===== config.mk =====
export PLATFORM = sky130hd
export DESIGN_NAME = key_conditioner
export DESIGN_NICKNAME = d
export VERILOG_FILES = /design/src/rtl/key_conditioner.sv
export SDC_FILE = /design/constraint.sdc
export NUM_CORES = 1
export LEC_CHECK = 0
export ABC_AREA = 1
export ABC_CLOCK_PERIOD_IN_PS = 1850
export BUFFER_PORTS_ARGS = -buffer_cell sky130_fd_sc_hd__buf_2
export CORE_ASPECT_RATIO = 2
export CORE_MARGIN = 5
export CORE_UTILIZATION = 35
export DETAILED_ROUTE_END_ITERATION = 8
export PLACE_DENSITY = 0.5
export SLEW_MARGIN = 20
export SYNTH_ARGS = -nofsm -noshare
export SYNTH_HDL_FRONTEND = slang
export SYNTH_SLANG_ARGS = --single-unit

===== constraint.sdc =====
create_clock -name clk -period 1.85 [get_ports clk]
set_input_delay 0.2775 -clock clk [delete_from_list [all_inputs] [get_ports clk]]
set_output_delay 0.2775 -clock clk [all_outputs]
set_load 0.02 [all_outputs]

===== src/rtl/key_conditioner.sv =====
// key_conditioner: synchronizes and debounces the run/hour/minute buttons, toggles the
// run enable on each run press, and turns held adjust keys into single and auto-repeat pulses.

module kc_debounce #(
   parameter int unsigned DEBOUNCE_CYCLES = 1_000_000
) (
   input  logic clk,
   input  logic rst_n,
   input  logic key_i,
   output logic stable_o,
   output logic prev_o
);
   localparam int unsigned CW = (DEBOUNCE_CYCLES > 1) ? $clog2(DEBOUNCE_CYCLES) : 1;
   localparam logic [CW-1:0] CNT_LAST = CW'(DEBOUNCE_CYCLES - 1);

   logic          sync1_q, sync2_q;
   logic          stable_q, stable_d, prev_q;
   logic [CW-1:0] cnt_q, cnt_d;

   // The counter only runs while the synchronized key disagrees with the accepted level.
   always_comb begin
      cnt_d    = '0;
      stable_d = stable_q;
      if (sync2_q != stable_q) begin
         if (cnt_q == CNT_LAST) stable_d = sync2_q;
         else                   cnt_d    = cnt_q + CW'(1);
      end
   end

   always_ff @(posedge clk or negedge rst_n) begin
      if (!rst_n) begin
         sync1_q  <= 1'b0;
         sync2_q  <= 1'b0;
         stable_q <= 1'b0;
         prev_q   <= 1'b0;
         cnt_q    <= '0;
      end else begin
         sync1_q  <= key_i;
         sync2_q  <= sync1_q;
         stable_q <= stable_d;
         prev_q   <= stable_q;
         cnt_q    <= cnt_d;
      end
   end

   assign stable_o = stable_q;
   assign prev_o   = prev_q;
endmodule

module kc_repeat #(
   parameter int unsigned REPEAT_DELAY_CYCLES = 50_000_000,
   parameter int unsigned REPEAT_RATE_CYCLES  = 10_000_000
) (
   input  logic clk,
   input  logic rst_n,
   input  logic stable_i,
   input  logic prev_i,
   output logic pulse_o
);
   // Intervals below 2 would put pulses on back-to-back cycles, so they are clamped.
   localparam int unsigned DLY  = (REPEAT_DELAY_CYCLES < 2) ? 2 : REPEAT_DELAY_CYCLES;
   localparam int unsigned RATE = (REPEAT_RATE_CYCLES < 2) ? 2 : REPEAT_RATE_CYCLES;
   localparam int unsigned MAXC = (DLY > RATE) ? DLY : RATE;
   localparam int unsigned CW   = $clog2(MAXC);
   localparam logic [CW-1:0] DLY_LAST  = CW'(DLY - 1);
   localparam logic [CW-1:0] RATE_LAST = CW'(RATE - 1);

   typedef enum logic [1:0] {S_IDLE, S_DELAY, S_REPEAT} state_t;

   state_t        state_q;
   logic [CW-1:0] cnt_q;
   logic          pulse_q;

   always_ff @(posedge clk or negedge rst_n) begin
      if (!rst_n) begin
         state_q <= S_IDLE;
         cnt_q   <= '0;
         pulse_q <= 1'b0;
      end else begin
         pulse_q <= 1'b0;
         case (state_q)
            S_IDLE: begin
               cnt_q <= '0;
               if (stable_i && !prev_i) begin
                  pulse_q <= 1'b1;
                  state_q <= S_DELAY;
               end
            end
            S_DELAY: begin
               if (!stable_i) begin
                  state_q <= S_IDLE;
                  cnt_q   <= '0;
               end else if (cnt_q == DLY_LAST) begin
                  pulse_q <= 1'b1;
                  state_q <= S_REPEAT;
                  cnt_q   <= '0;
               end else begin
                  cnt_q <= cnt_q + CW'(1);
               end
            end
            S_REPEAT: begin
               if (!stable_i) begin
                  state_q <= S_IDLE;
                  cnt_q   <= '0;
               end else if (cnt_q == RATE_LAST) begin
                  pulse_q <= 1'b1;
                  cnt_q   <= '0;
               end else begin
                  cnt_q <= cnt_q + CW'(1);
               end
            end
            default: begin
               state_q <= S_IDLE;
               cnt_q   <= '0;
            end
         endcase
      end
   end

   assign pulse_o = pulse_q;
endmodule

module key_conditioner #(
   parameter int unsigned DEBOUNCE_CYCLES     = 1_000_000,
   parameter int unsigned REPEAT_DELAY_CYCLES = 50_000_000,
   parameter int unsigned REPEAT_RATE_CYCLES  = 10_000_000
) (
   input  logic clk,
   input  logic rst_n,
   input  logic key_run,
   input  logic key_hour,
   input  logic key_minute,
   output logic en,
   output logic adjust_hour,
   output logic adjust_minute
);
   logic run_stable, run_prev, hour_stable, hour_prev, min_stable, min_prev;
   logic run_rise_q, en_q;

   kc_debounce #(.DEBOUNCE_CYCLES(DEBOUNCE_CYCLES)) u_db_run (
      .clk(clk), .rst_n(rst_n), .key_i(key_run), .stable_o(run_stable), .prev_o(run_prev)
   );
   kc_debounce #(.DEBOUNCE_CYCLES(DEBOUNCE_CYCLES)) u_db_hour (
      .clk(clk), .rst_n(rst_n), .key_i(key_hour), .stable_o(hour_stable), .prev_o(hour_prev)
   );
   kc_debounce #(.DEBOUNCE_CYCLES(DEBOUNCE_CYCLES)) u_db_minute (
      .clk(clk), .rst_n(rst_n), .key_i(key_minute), .stable_o(min_stable), .prev_o(min_prev)
   );

   kc_repeat #(
      .REPEAT_DELAY_CYCLES(REPEAT_DELAY_CYCLES),
      .REPEAT_RATE_CYCLES (REPEAT_RATE_CYCLES)
   ) u_rep_hour (
      .clk(clk), .rst_n(rst_n), .stable_i(hour_stable), .prev_i(hour_prev), .pulse_o(adjust_hour)
   );
   kc_repeat #(
      .REPEAT_DELAY_CYCLES(REPEAT_DELAY_CYCLES),
      .REPEAT_RATE_CYCLES (REPEAT_RATE_CYCLES)
   ) u_rep_minute (
      .clk(clk), .rst_n(rst_n), .stable_i(min_stable), .prev_i(min_prev), .pulse_o(adjust_minute)
   );

   // The run press is registered once before it flips the enable level.
   always_ff @(posedge clk or negedge rst_n) begin
      if (!rst_n) begin
         run_rise_q <= 1'b0;
         en_q       <= 1'b1;
      end else begin
         run_rise_q <= run_stable & ~run_prev;
         if (run_rise_q) en_q <= ~en_q;
      end
   end

   assign en = en_q;
endmodule


# Word-level counts from Yosys, hierarchy flattened
# Cells that the tools add are included.
[totals]
rom_bits = 0
inputBits = 5
latchBits = 0
mem_bits_rw = 0
word_cells = 100
reg_bits = 132
mem_count = 0
[classes]
n_mul = 0
eq_ne = 20
n_addsub = 5
bitwise_logic = 3
n_reduce_logical = 11
n_div = 0
shifts = 0
n_lt_le_gt_ge = 0
n_mux = 38
[op_table]
columns = ["cell", "n"]
rows = [
  ["$mux W26", 8],
  ["$mux W20", 6],
  ["$pmux W26 S2", 2],
  ["$add A20 B1 Y20 const B", 3],
  ["$eq A20 B20 Y1 const B", 3],
  ["$add A26 B1 Y26 const B", 2],
  ["$eq A26 B24 Y1 const B", 2],
  ["$eq A26 B26 Y1 const B", 2],
  ["$mux W2", 8],
  ["$pmux W2 S3", 2],
  ["$mux W1", 10],
  ["$ne A3 B2 Y1 const B", 2],
  ["$pmux W1 S3", 2],
  ["$reduce_and A2 Y1", 3],
  ["$reduce_and A3 Y1", 2],
  ["$eq A2 B1 Y1 const B", 2],
  ["$eq A2 B2 Y1 const B", 2],
  ["$logic_not A2 Y1", 2],
  ["$ne A2 B1 Y1 const B", 2],
  ["$ne A2 B2 Y1 const B", 2],
  ["$ne A1 B1 Y1", 3],
  ["$logic_and A1 B1 Y1", 2],
  ["$logic_not A1 Y1", 2],
  ["$not A1 Y1", 2],
  ["$and A1 B1 Y1", 1],
]

# Logic depth before layout (Yosys ltp)
# Gate-level depths: netlist of the first run.
[depth]
word_depth = 4
ltp_mapped = 11
depth_no_buf = 10

# Modules after synthesis
# From an unflattened synthesis of the first run, not the netlist that was laid out.
[unflattened]
cells_unflattened = 989
hier_area_um2 = 7568.5
[modules_own_cells]
columns = ["mod", "seq_area_each_um2", "area_each_um2", "cells_per_inst", "n_inst"]
rows = [
  ["kc_debounce", 600.6, 1312.5, 162, 3],
  ["kc_repeat", 725.7, 1776.7, 247, 2],
  ["key_conditioner", 51.3, 77.6, 9, 1],
]

# Worst setup path after synthesis of the first run
# Ideal clock, no wire load.
[synth_path]
path_kind = "flip-flop to flip-flop"
from = "register u_rep_minute.cnt_q[0]"
to = "register u_rep_minute.cnt_q[8]"
required_time_ns = 1.729
slack_ns = 0.306
setup_time_ns = 0.121
t_arrival_ns = 1.423
stages_incl_launch_ff = 12
path_buffers = 1
path_cell_list = "dfrtp_1 ha_1 nand3_1 nor2_1 nand2_1 nor2_1 nand2_1 nand3_1 nand2_1 nand2_2 buf_6 nor2_1"
[synth_via]
elab_chain_cells = 4
[synth_rtl]
columns = ["item", "line_no", "text"]
rows = [
  ["start: declaration", "71", "logic [CW-1:0] cnt_q;"],
  ["start signal: assignment", "98", "cnt_q <= cnt_q + CW'(1);"],
  ["start signal: assignment", "109", "cnt_q <= cnt_q + CW'(1);"],
  ["$add A26 B1 Y26 (tied with other cells)", "98, 109", ""],
  ["$mux W26 (on tied branches)", "105, 93", ""],
  ["$mux W26 (on tied branches)", "102, 90", ""],
  ["$pmux W26 S2 (*)", "81", "case (state_q)"],
]
# Mark *: on every way between the ends. The rest lies on a longest branch, timed or not.
# A chain may end at the register's enable or synchronous reset.

# Worst setup path after layout of the first run
[layout_path]
from = "register u_rep_minute.cnt_q[0]"
to = "register u_rep_minute.cnt_q[9]"
# Same word-level chain as after synthesis.

==> out/results.tsv, run 1 <==
stage	metric	value	unit
setup_path	most used cell along the critical path	nand2_1	
yosys	fraction of registers with async set/reset	100	%
route	final wirelength	16.6	mm
yosys	post-synth top area cell	dfrtp_1	
timing	Tmin final	1.73	ns
timing	final worst path period share	93.5	%
setup_path	reg2reg setup slack	0.12	ns
power_and_ir_drop	Lkg Pwr	3.63	nW
power_and_ir_drop	Pint	0.00522	W
route	DR iter-0 viols	169	
setup_path	FF-to-FF End	u_rep_minute.cnt_q[9]	
placement	Placed Area	0.00752	mm²
placement	GP Congestion	0.850	
layout	most frequent cells in the layout	nor2_1, nand2_1, dfrtp_1, inv_1, xor2_1	
floorplanning	core footprint	0.0197	mm²
timing	Max Slew Vio Count	0	
placement	number of port buffers	7	
timing	Peak Freq	578	MHz
clock_tree	Clk Latency, worst-skew pair	0.43	ns
layout	ratio of cells with drive above 1 in the final layout	10.1	%
setup_path	Setup crit end kind	register	
layout	register area	0.00330	mm²
yosys	ranking of synthesized cells by area	dfrtp_1, nor2_1, nand2_1, xor2_1, inv_1	
yosys	post-synth top area share	47.2	%
setup_path	Critical Path Start	u_rep_minute.cnt_q[0]	
power_and_ir_drop	sequential power share	43.6	%
setup_path	CP max-delay cell	dfrtp_1	
clock_tree	root buffer cell	clkbuf_16	
setup_path	Worst path max stage delay	0.38	ns
grt	global-route wire length before repair	27.6	mm
layout	area of the multi-input gates	0.00319	mm²
route	per-cell routed wire length	13.7	µm
grt	vias in the first global route	5902	
timing	Hold Slack	0.355	ns
yosys	Post-synth EDFFs	0	
timing	setup violators final	0	
yosys	top_reg_cell synth	dfrtp_1	
clock_tree	CTS tree	yes	
power_and_ir_drop	PD cells	808	mW/mm²
clock_tree	Post-CTS Setup Bufs	0	
yosys	number of library cell types mapped by synthesis	31	
power_and_ir_drop	Clock Power Share	54.1	%
clock_tree	H-tree depth	4	
grt	largest net degree at the start of global routing	44	
layout	commonest non-fill, non-tap cell in the layout	nor2_1	
layout	Final Instance Area	0.00829	mm²
setup_path	Worst EP required	2.16	ns
grt	initial antenna violation count	0	
route	Via Count	5660	
power_and_ir_drop	worst IR drop on VDD	566	µV
power_and_ir_drop	Tot Pwr	0.00670	W
setup_path	reg-to-reg startpoint	u_rep_minute.cnt_q[0]	
placement	detailed placement HPWL	12.2	mm
layout	Inserted Diodes	0	
floorplanning	num ports	8	
timing	slew at the pin closest to its max-slew limit	0.468	ns
power_and_ir_drop	Sw Ratio	22.1	%
floorplanning	die height	209	µm
setup_path	CP Data Arrival Time	2.04	ns
route	Avg Vias per Cell	4.65	
timing	clock skew	0.00792	ns
timing	Rel. slew slack	68.6	%
route	residual DRC count	0	
run	Max-Cap Viols	0	
status	status	finished clean	
layout	area grow syn2layout	19.4	%
grt	GR Overflow Total	0	
setup_path	worst-path cell chain	ha_2 -> nand3_2 -> nor2_4 -> nand2_1 -> nor2_1 -> nand2_1 -> nand3_2 -> nand2_1 -> nand2_4 -> clkbuf_16 -> nor2_1	
setup_path	kind of critical path	register to register	
floorplanning	row cnt	73	
clock_tree	Reg clk slew, reported paths	0.06	ns
setup_path	CP startpoint kind	register	
floorplanning	Starting Density	35.2	%
power_and_ir_drop	combinational share of power	2.3	%
layout	Final #Nets	960	
clock_tree	CTS sink cnt	132	
yosys	Post-Synthesis Cells	885	
setup_path	FF-to-FF path depth	11	
clock_tree	Clock Path Buffers	2	
yosys	synth warn	0	
grt	GR Util All Layers	15.5	%
yosys	Post-Syn Nets	903	
setup_path	CP endpoint	u_rep_minute.cnt_q[9]	
route	post-route ant nets	0	
timing	Final Hold Vio Count	0	
yosys	Seq/Total Area, Yosys	47.6	%
route	Pre-antenna DRT Iters	4	
floorplanning	die area	0.0229	mm²
yosys	Synth Area per Inst	7.85	µm²
layout	fillers	2079	
yosys	synthesized area	0.00695	mm²
power_and_ir_drop	Sw Pwr	0.00148	W
clock_tree	CTS buffer count	17	
setup_path	Crit Path Max Fanout	7	
floorplanning	Die W	110	µm
min_path	hold crit path type	input pin to asynchronous set/reset pin	
yosys	#FFs+latches synth	132	
-- worst min-delay path by stage --
stage                                 from                      to  slack, ns
after detailed placement             rst_n  u_rep_minute.cnt_q[18]       0.24
final                                rst_n  u_rep_minute.cnt_q[17]       0.36
after global placement               rst_n  u_rep_minute.cnt_q[14]       0.24
after global routing      u_db_run.sync1_q        u_db_run.sync2_q       0.38
after floorplan                      rst_n              run_rise_q      -0.02
after CTS                            rst_n  u_rep_minute.cnt_q[17]       0.35
-- state kept, by name, summed over array words and instances, names as in the netlist, 2 cells and up --
name and count:
u_db_hour.cnt_q 20, u_rep_hour.state_q 2, u_rep_minute.cnt_q 26, u_db_run.cnt_q 20
u_db_minute.cnt_q 20, u_rep_minute.state_q 2, u_rep_hour.cnt_q 26
-- stage by stage --
stage / cells / setup TNS, ns / worst slack [ns] / utilization [%]
2_1_floorplan: 885 / 0 / 0.306 / -
3_3_place_gp: 1178 / -0.00615 / -0.00615 / 38.1
3_5_place_dp: 1178 / 0 / 0.0148 / 38.1
4_1_cts: 1214 / 0 / 0.0843 / 41.5
5_1_grt: 1217 / -0.248 / -0.0171 / 42.0
6_report: 1217 / 0 / 0.121 / 42.0
-- cell usage after synthesis (4+ instances only) --
master and n:
ha_1 13, nand2_1 180, nor3_1 35, nor2_1 200, nand4_1 23, nand3_1 50, o21ai_0 15, inv_1 115
nand2_2 4, nand3b_1 4, xnor2_1 15, xor2_1 52, dfrtp_1 131, a21oi_1 17, nor3b_1 4
-- worst max-delay path: cells and delay by family (launching register included) --
family                     cells  cell delay [ns]
and+or+nand+nor                9             0.87
buffers and inverters          1             0.16
DFF                            1             0.38
adders and majority gates      1             0.22
-- repair_timing --
item / CTS / global route
hold buffers: 4 / 0
pin swaps: 0 / 3
setup endpoints to repair: 1 / 51
gates resized for setup: 1 / 11
hold endpoints to repair: 40 / 0
gates cloned: 0 / 3
-- cells by family after synthesis --
family	after synthesis	share of synthesized area, %
buffers and inverters	124	7.40
XOR/XNOR	67	8.45
AO/OA/AOI/OAI	36	2.72
flip-flops	132	47.6
adder cells (fa/ha/maj)	13	2.34
AND/OR/NAND/NOR	513	31.5
-- metal layers --
| metal | part of all wire, % | wire, µm | global-route usage (%) | up-vias |
|---|---|---|---|---|
| li1 | - | - | - | 2871 |
| met3 | 2.0 | 332 | 2.81 | 42 |
| met4 | 4.0 | 663 | 7.79 | 0 |
| met5 | 0 | 0 | 0 | - |
| met1 | 35 | 5870 | 14.5 | 2662 |
| met2 | 59 | 9780 | 30.4 | 85 |
-- power groups by stage --
stage	clock network [W]	registers [W]	logic, W
after floorplan	0	0.00297	0.0000464
after global placement	0	0.00298	0.000155
after detailed placement	0	0.00298	0.000156
after CTS	0.00373	0.00292	0.000162
after global routing	0.00386	0.00292	0.000181
final	0.00363	0.00292	0.000153
-- final cells by class --
cell class	count	share of cell area (%)
Tap cell	262	3.95
Sequential cell	132	39.9
Timing Repair Buffer	46	4.86
Inverter	115	5.21
Clock buffer	17	5.13
Multi-Input combinational cell	630	38.5
Clock inverter	15	2.49
No activity file was read; power rests on OpenSTA's default activity.
==> run 2: changes to the inputs <==
Settings changed: SETUP_SLACK_MARGIN set to 0.3.
==> run 2 against run 1 <==
Effect of this change:
- cell area increased by 13%
- via count grew 5.4%
- combinational power increased by 25%
- sequential power about the same
- power up 0.53%
- count of clock-buffer cells in the layout unchanged
- critical endpoint is now u_rep_minute.cnt_q[17]
==> out/results.tsv, run 2 (same netlist as run 1, synthesis figures left out) <==
stage	metric	value	unit	change
layout	register area	0.00331	mm²	was 0.00330 mm²
floorplanning	die area	0.0229	mm²	unchanged
clock_tree	root buffer cell	clkbuf_16		unchanged
route	residual DRC count	0		unchanged
placement	detailed placement HPWL	12.2	mm	unchanged
clock_tree	CTS sink cnt	132		unchanged
clock_tree	Clk Latency, worst-skew pair	0.43	ns	about the same
grt	largest net degree at the start of global routing	44		unchanged
power_and_ir_drop	PD cells	722	mW/mm²	was 808 mW/mm²
route	per-cell routed wire length	14.4	µm	was 13.7 µm
layout	most frequent cells in the layout	nand2_1, nor2_1, dfrtp_1, inv_1, buf_4		was nor2_1, nand2_1, dfrtp_1, inv_1, xor2_1
timing	Rel. slew slack	69.5	%	was 68.6%
setup_path	Setup crit end kind	register		unchanged
timing	Final Hold Vio Count	0		unchanged
grt	initial antenna violation count	0		unchanged
floorplanning	num ports	8		unchanged
placement	GP Congestion	0.850		unchanged
power_and_ir_drop	worst IR drop on VDD	562	µV	was 566 µV
route	Via Count	5963		was 5660
clock_tree	CTS tree	yes		unchanged
route	Pre-antenna DRT Iters	4		unchanged
timing	Peak Freq	596	MHz	was 578 MHz
layout	ratio of cells with drive above 1 in the final layout	26.1	%	was 10.1%
grt	met2 Use GR	31.7	%	was 30.4%
setup_path	CP startpoint kind	register		unchanged
clock_tree	CTS buffer count	17		unchanged
timing	Max Slew Vio Count	0		unchanged
route	DR iter-0 viols	199		was 169
clock_tree	Reg clk slew, reported paths	0.07	ns	was 0.06 ns
timing	clock skew	0.0129	ns	was 0.00792 ns
placement	dpl ws	0.0148	ns	unchanged
status	status	finished clean		unchanged
floorplanning	Starting Density	35.2	%	unchanged
grt	met1 Use GR	15.2	%	was 14.5%
layout	Top Registers	u_rep_hour.cnt_q x26, u_rep_minute.cnt_q x26		unchanged
grt	GRT busiest layer	met2		unchanged
min_path	hold crit path type	input pin to asynchronous set/reset pin		unchanged
layout	area grow syn2layout	34.3	%	was 19.4%
grt	GR Overflow Total	0		unchanged
grt	global-route wire length before repair	29.1	mm	was 27.6 mm
setup_path	kind of critical path	register to register		unchanged
timing	Tmin final	1.68	ns	was 1.73 ns
clock_tree	Clock Path Buffers	2		unchanged
layout	Inserted Diodes	0		unchanged
setup_path	CP Data Arrival Time	2.00	ns	was 2.04 ns
layout	commonest non-fill, non-tap cell in the layout	nand2_1		was nor2_1
run	Max-Cap Viols	0		unchanged
layout	area of the multi-input gates	0.00393	mm²	was 0.00319 mm²
floorplanning	die height	209	µm	unchanged
route	Avg Vias per Cell	4.78		was 4.65
clock_tree	H-tree depth	4		unchanged
route	post-route ant nets	0		unchanged
floorplanning	core footprint	0.0197	mm²	unchanged
floorplanning	Die W	110	µm	unchanged
layout	fillers	1962		was 2079
layout	Final #Nets	991		was 960
floorplanning	row cnt	73		unchanged
timing	RSZ-0062 raised after global routing	true		
power_and_ir_drop	Lkg Pwr	3.90	nW	was 3.63 nW
grt	GR Util All Layers	16.4	%	was 15.5%
timing	slew at the pin closest to its max-slew limit	0.456	ns	was 0.468 ns
setup_path	Crit Path Max Fanout	4		was 7
timing	Setup TNS Final	0	ns	unchanged
setup_path	Worst EP required	2.17	ns	was 2.16 ns
timing	setup violators final	0		unchanged
grt	grt met3 use	2.94	%	was 2.81%
route	final wirelength	18.0	mm	was 16.6 mm
placement	number of port buffers	7		unchanged
layout	Non-Filler Instances	1248		was 1217
timing	Final WS setup	0.171	ns	was 0.121 ns
grt	vias in the first global route	6177		was 5902
placement	placed cells	1178		unchanged
timing	final worst path period share	90.8	%	was 93.5%
run 2: repair_timing:
action	CTS	global route
pin swaps	28	62
hold buffers	4	0
hold endpoints to repair	40	0
gates cloned	6	1
endpoints found under the setup margin	87	104
buffers inserted	14	13
resized for setup	69	142
run 2: metrics by stage:
step / instance area, µm² / utilization, % / total power, W / hold WS, ns
after CTS: 8650 / 43.8 / 0.00683 / 0.353
after global placement: 7520 / 38.1 / 0.00313 / 0.242
after global routing: 9330 / 47.3 / 0.00701 / 0.377
after floorplan: 6950 / - / 0.00302 / -0.0181
after detailed placement: 7520 / 38.1 / 0.00313 / 0.242
final: 9330 / 47.3 / 0.00674 / 0.346
run 2: final cells by class:
type                    instances  area share, %
clock inverters                15           2.21
well taps                     262           3.51
repair buffers                 75           7.52
flip-flops and latches        132           35.4
clock buffers                  17           4.56
multi-input cells             632           42.2
inverters                     115           4.63
run 2: worst max-delay path: stages, from the launching register on:
cell and delay (ns):
dfrtp_1 0.41, buf_4 0.14, nand2_1 0.08, nor2_2 0.14, nand2_2 0.14, nor2_2 0.21
nand3b_1 0.15, xor2_1 0.25, nor2_4 0.06
run 2: report_power, final:
group	internal, W	leakage [nW]	total (W)	switching (W)
combinational	0.0000723	1.79	0.000192	0.000119
clock	0.00226	0.292	0.00362	0.00135
sequential	0.00291	1.82	0.00293	0.0000172
total	0.00525	3.90	0.00674	0.00149
run 2: worst paths after layout:
path | start | endpoint | slack [ns] | depth (start not counted)
worst max-delay path | u_rep_minute.cnt_q[0] | u_rep_minute.cnt_q[17] | 0.17 | 8
worst min-delay path | rst_n | u_rep_minute.cnt_q[17] | 0.35 | 2
worst max register to register | u_rep_minute.cnt_q[0] | u_rep_minute.cnt_q[17] | 0.17 | 8
worst min register to register | u_db_run.sync1_q | u_db_run.sync2_q | 0.36 | 0
max in group asynchronous | rst_n | u_db_minute.cnt_q[14] | 0.88 | 3
min in group clk | u_db_run.sync1_q | u_db_run.sync2_q | 0.36 | 0
run 2: routing by layer:
layer	vias up	part of all wire, %
met3	58	2.4
met4	0	4.6
met2	115	59
li1	2944	-
met1	2846	34
met5	-	0
==> run 3: changes to the inputs <==
Settings changed: BUFFER_PORTS_ARGS -buffer_cell sky130_fd_sc_hd__buf_2 to -buffer_cell sky130_fd_sc_hd__buf_4.
==> run 3 against run 2 <==
Effect of this change:
- sequential share of layout area is 0.063 points lower
- first-iteration DRC count down 20%
- routed wire length is 3.4% lower
- count of clock-buffer cells in the layout increased by 1
- utilization grew 0.12 points
- critical path depth grew 2
- clock skew fell by 0.0039 ns
- die area stayed put
- largest cell class unchanged
==> out/results.tsv, run 3 (same netlist as run 1, synthesis figures left out) <==
stage	metric	value	unit	change
timing	Peak Freq	593	MHz	was 596 MHz
route	uppermost routed layer	met4		unchanged
clock_tree	CTS buffer count	17		unchanged
grt	initial antenna violation count	0		unchanged
timing	RSZ-0062 raised after global routing	true		unchanged
clock_tree	Reg clk slew, reported paths	0.06	ns	was 0.07 ns
layout	Top Registers	u_rep_hour.cnt_q x26, u_rep_minute.cnt_q x26		unchanged
run	Max-Cap Viols	0		unchanged
timing	clock skew	0.00897	ns	was 0.0129 ns
clock_tree	H-tree depth	4		unchanged
route	DR iter-0 viols	160		was 199
clock_tree	Clock Path Buffers	2		unchanged
route	metal2 WL	10.3	mm	was 10.7 mm
layout	ratio of cells with drive above 1 in the final layout	26.5	%	was 26.1%
timing	Final Hold Vio Count	0		unchanged
layout	Finished Core Util	47.4	%	was 47.3%
grt	global-route wire length before repair	29.0	mm	was 29.1 mm
floorplanning	core footprint	0.0197	mm²	unchanged
route	post-route ant nets	0		unchanged
layout	most frequent cells in the layout	nand2_1, nor2_1, dfrtp_1, inv_1, buf_4		unchanged
setup_path	Setup crit end kind	register		unchanged
clock_tree	root buffer cell	clkbuf_16		unchanged
route	residual DRC count	0		unchanged
placement	Placed Area	0.00752	mm²	about the same
grt	largest net degree at the start of global routing	45		was 44
setup_path	CP startpoint kind	register		unchanged
route	Post-Route M1 WL	6.14	mm	was 6.09 mm
route	WL met3	301	µm	was 426 µm
floorplanning	die height	209	µm	unchanged
setup_path	worst-path cell chain	nor2_2 -> nand3_1 -> nor2_1 -> nand2_1 -> nand3_2 -> nand2_2 -> nand2_4 -> buf_12 -> buf_16 -> nor2_1		was buf_4 -> nand2_1 -> nor2_2 -> nand2_2 -> nor2_2 -> nand3b_1 -> xor2_1 -> nor2_4
route	Via Count	5903		was 5963
route	Avg Vias per Cell	4.72		was 4.78
route	Pre-antenna DRT Iters	4		unchanged
layout	commonest non-fill, non-tap cell in the layout	nand2_1		unchanged
clock_tree	CTS sink cnt	132		unchanged
placement	number of port buffers	7		unchanged
grt	GR Overflow Total	0		unchanged
setup_path	Worst EP required	2.16	ns	was 2.17 ns
setup_path	kind of critical path	register to register		unchanged
timing	Final WS setup	0.164	ns	was 0.171 ns
floorplanning	row cnt	73		unchanged
setup_path	most used cell along the critical path	nor2_1		was nor2_2
floorplanning	Starting Density	35.2	%	unchanged
timing	Max Slew Vio Count	0		unchanged
clock_tree	CTS tree	yes		unchanged
route	per-cell routed wire length	13.9	µm	was 14.4 µm
setup_path	CP max-delay cell	dfrtp_1		unchanged
placement	detailed placement HPWL	12.0	mm	was 12.2 mm
floorplanning	num ports	8		unchanged
layout	Final #Nets	993		was 991
grt	vias in the first global route	6195		was 6177
timing	setup violators final	0		unchanged
timing	slew at the pin closest to its max-slew limit	0.418	ns	was 0.456 ns
layout	Inserted Diodes	0		unchanged
placement	GP Congestion	0.814		was 0.850
power_and_ir_drop	Lkg Pwr	3.93	nW	was 3.90 nW
floorplanning	die area	0.0229	mm²	unchanged
timing	Rel. slew slack	72.1	%	was 69.5%
placement	dpl ws	0.0566	ns	was 0.0148 ns
status	status	finished clean		unchanged
route	final wirelength	17.4	mm	was 18.0 mm
timing	final worst path period share	91.1	%	was 90.8%
layout	fillers	1982		was 1962
setup_path	CP Data Arrival Time	2.00	ns	about the same
floorplanning	Die W	110	µm	unchanged
clock_tree	Clk Latency, worst-skew pair	0.42	ns	was 0.43 ns
min_path	hold crit path type	input pin to asynchronous set/reset pin		unchanged
timing	Tmin final	1.69	ns	was 1.68 ns
setup_path	Crit Path Max Fanout	9		was 4
timing	Setup TNS Final	0	ns	unchanged
layout	Final Instance Area	0.00936	mm²	was 0.00933 mm²
setup_path	Worst path max stage delay	0.45	ns	was 0.41 ns
power_and_ir_drop	worst IR drop on VDD	564	µV	was 562 µV
grt	GR Util All Layers	16.1	%	was 16.4%
layout	area grow syn2layout	34.7	%	was 34.3%
power_and_ir_drop	PD cells	726	mW/mm²	was 722 mW/mm²
## run 3: cell count changes in the layout (fill, tap and decap cells not counted), sizes merged
cell | before | now
clkinvlp | 5 | 3
inv | 117 | 118
buf | 70 | 73
## run 3: final timing paths
kind                                        start                      to  slack, ns  cells past startpoint
max                        u_rep_minute.cnt_q[24]  u_rep_minute.cnt_q[11]       0.16                     10
min reg2reg                      u_db_run.sync1_q        u_db_run.sync2_q       0.35                      0
max reg2reg                u_rep_minute.cnt_q[24]  u_rep_minute.cnt_q[11]       0.16                     10
min in group clk                 u_db_run.sync1_q        u_db_run.sync2_q       0.35                      0
max in group asynchronous                   rst_n                      en       0.87                      3
min                                         rst_n  u_rep_minute.cnt_q[17]       0.34                      2
## run 3: routing by layer
metal	track usage [%]	up-vias
li1	-	2943
met4	8.35	0
met1	15.7	2831
met2	30.8	78
met3	2.81	51
met5	0	-
## run 3: power by group
part           internal (W)  leakage, nW  switching [W]
sequential          0.00291         1.81      0.0000158
clock               0.00231        0.304        0.00136
combinational     0.0000764         1.81       0.000126
total               0.00529         3.93        0.00150
## run 3: worst max-delay path: cells and delay by family (launching register included)
family	cells	cell delay [ns]
and+or+nand+nor	8	0.87
DFF	1	0.45
buffers and inverters	2	0.24
## run 3: layout make-up
type / count / area, µm² / area share [%]
Timing Repair Buffer: 77 / 742 / 7.93
Clock buffer: 18 / 439 / 4.69
Multi-Input combinational cell: 632 / 3900 / 41.7
Sequential cell: 132 / 3310 / 35.4
Inverter: 115 / 439 / 4.69
Tap cell: 262 / 328 / 3.50
Clock inverter: 14 / 200 / 2.14
## run 3: through the flow
step	hold slack (ns)	cells	power, W
global placement	0.225	1174	0.00313
floorplan	-0.0181	885	0.00302
finish	0.338	1250	0.00679
detailed placement	0.225	1174	0.00313
global route	0.370	1250	0.00706
CTS	0.345	1232	0.00688
## run 3: timing repair
action	4_1_cts	5_1_grt
pin swaps	18	59
hold buffers	4	0
gates cloned	5	0
setup endpoints to repair	94	101
setup buffers	17	18
endpoints found under the hold margin	39	0
gates resized for setup	59	148
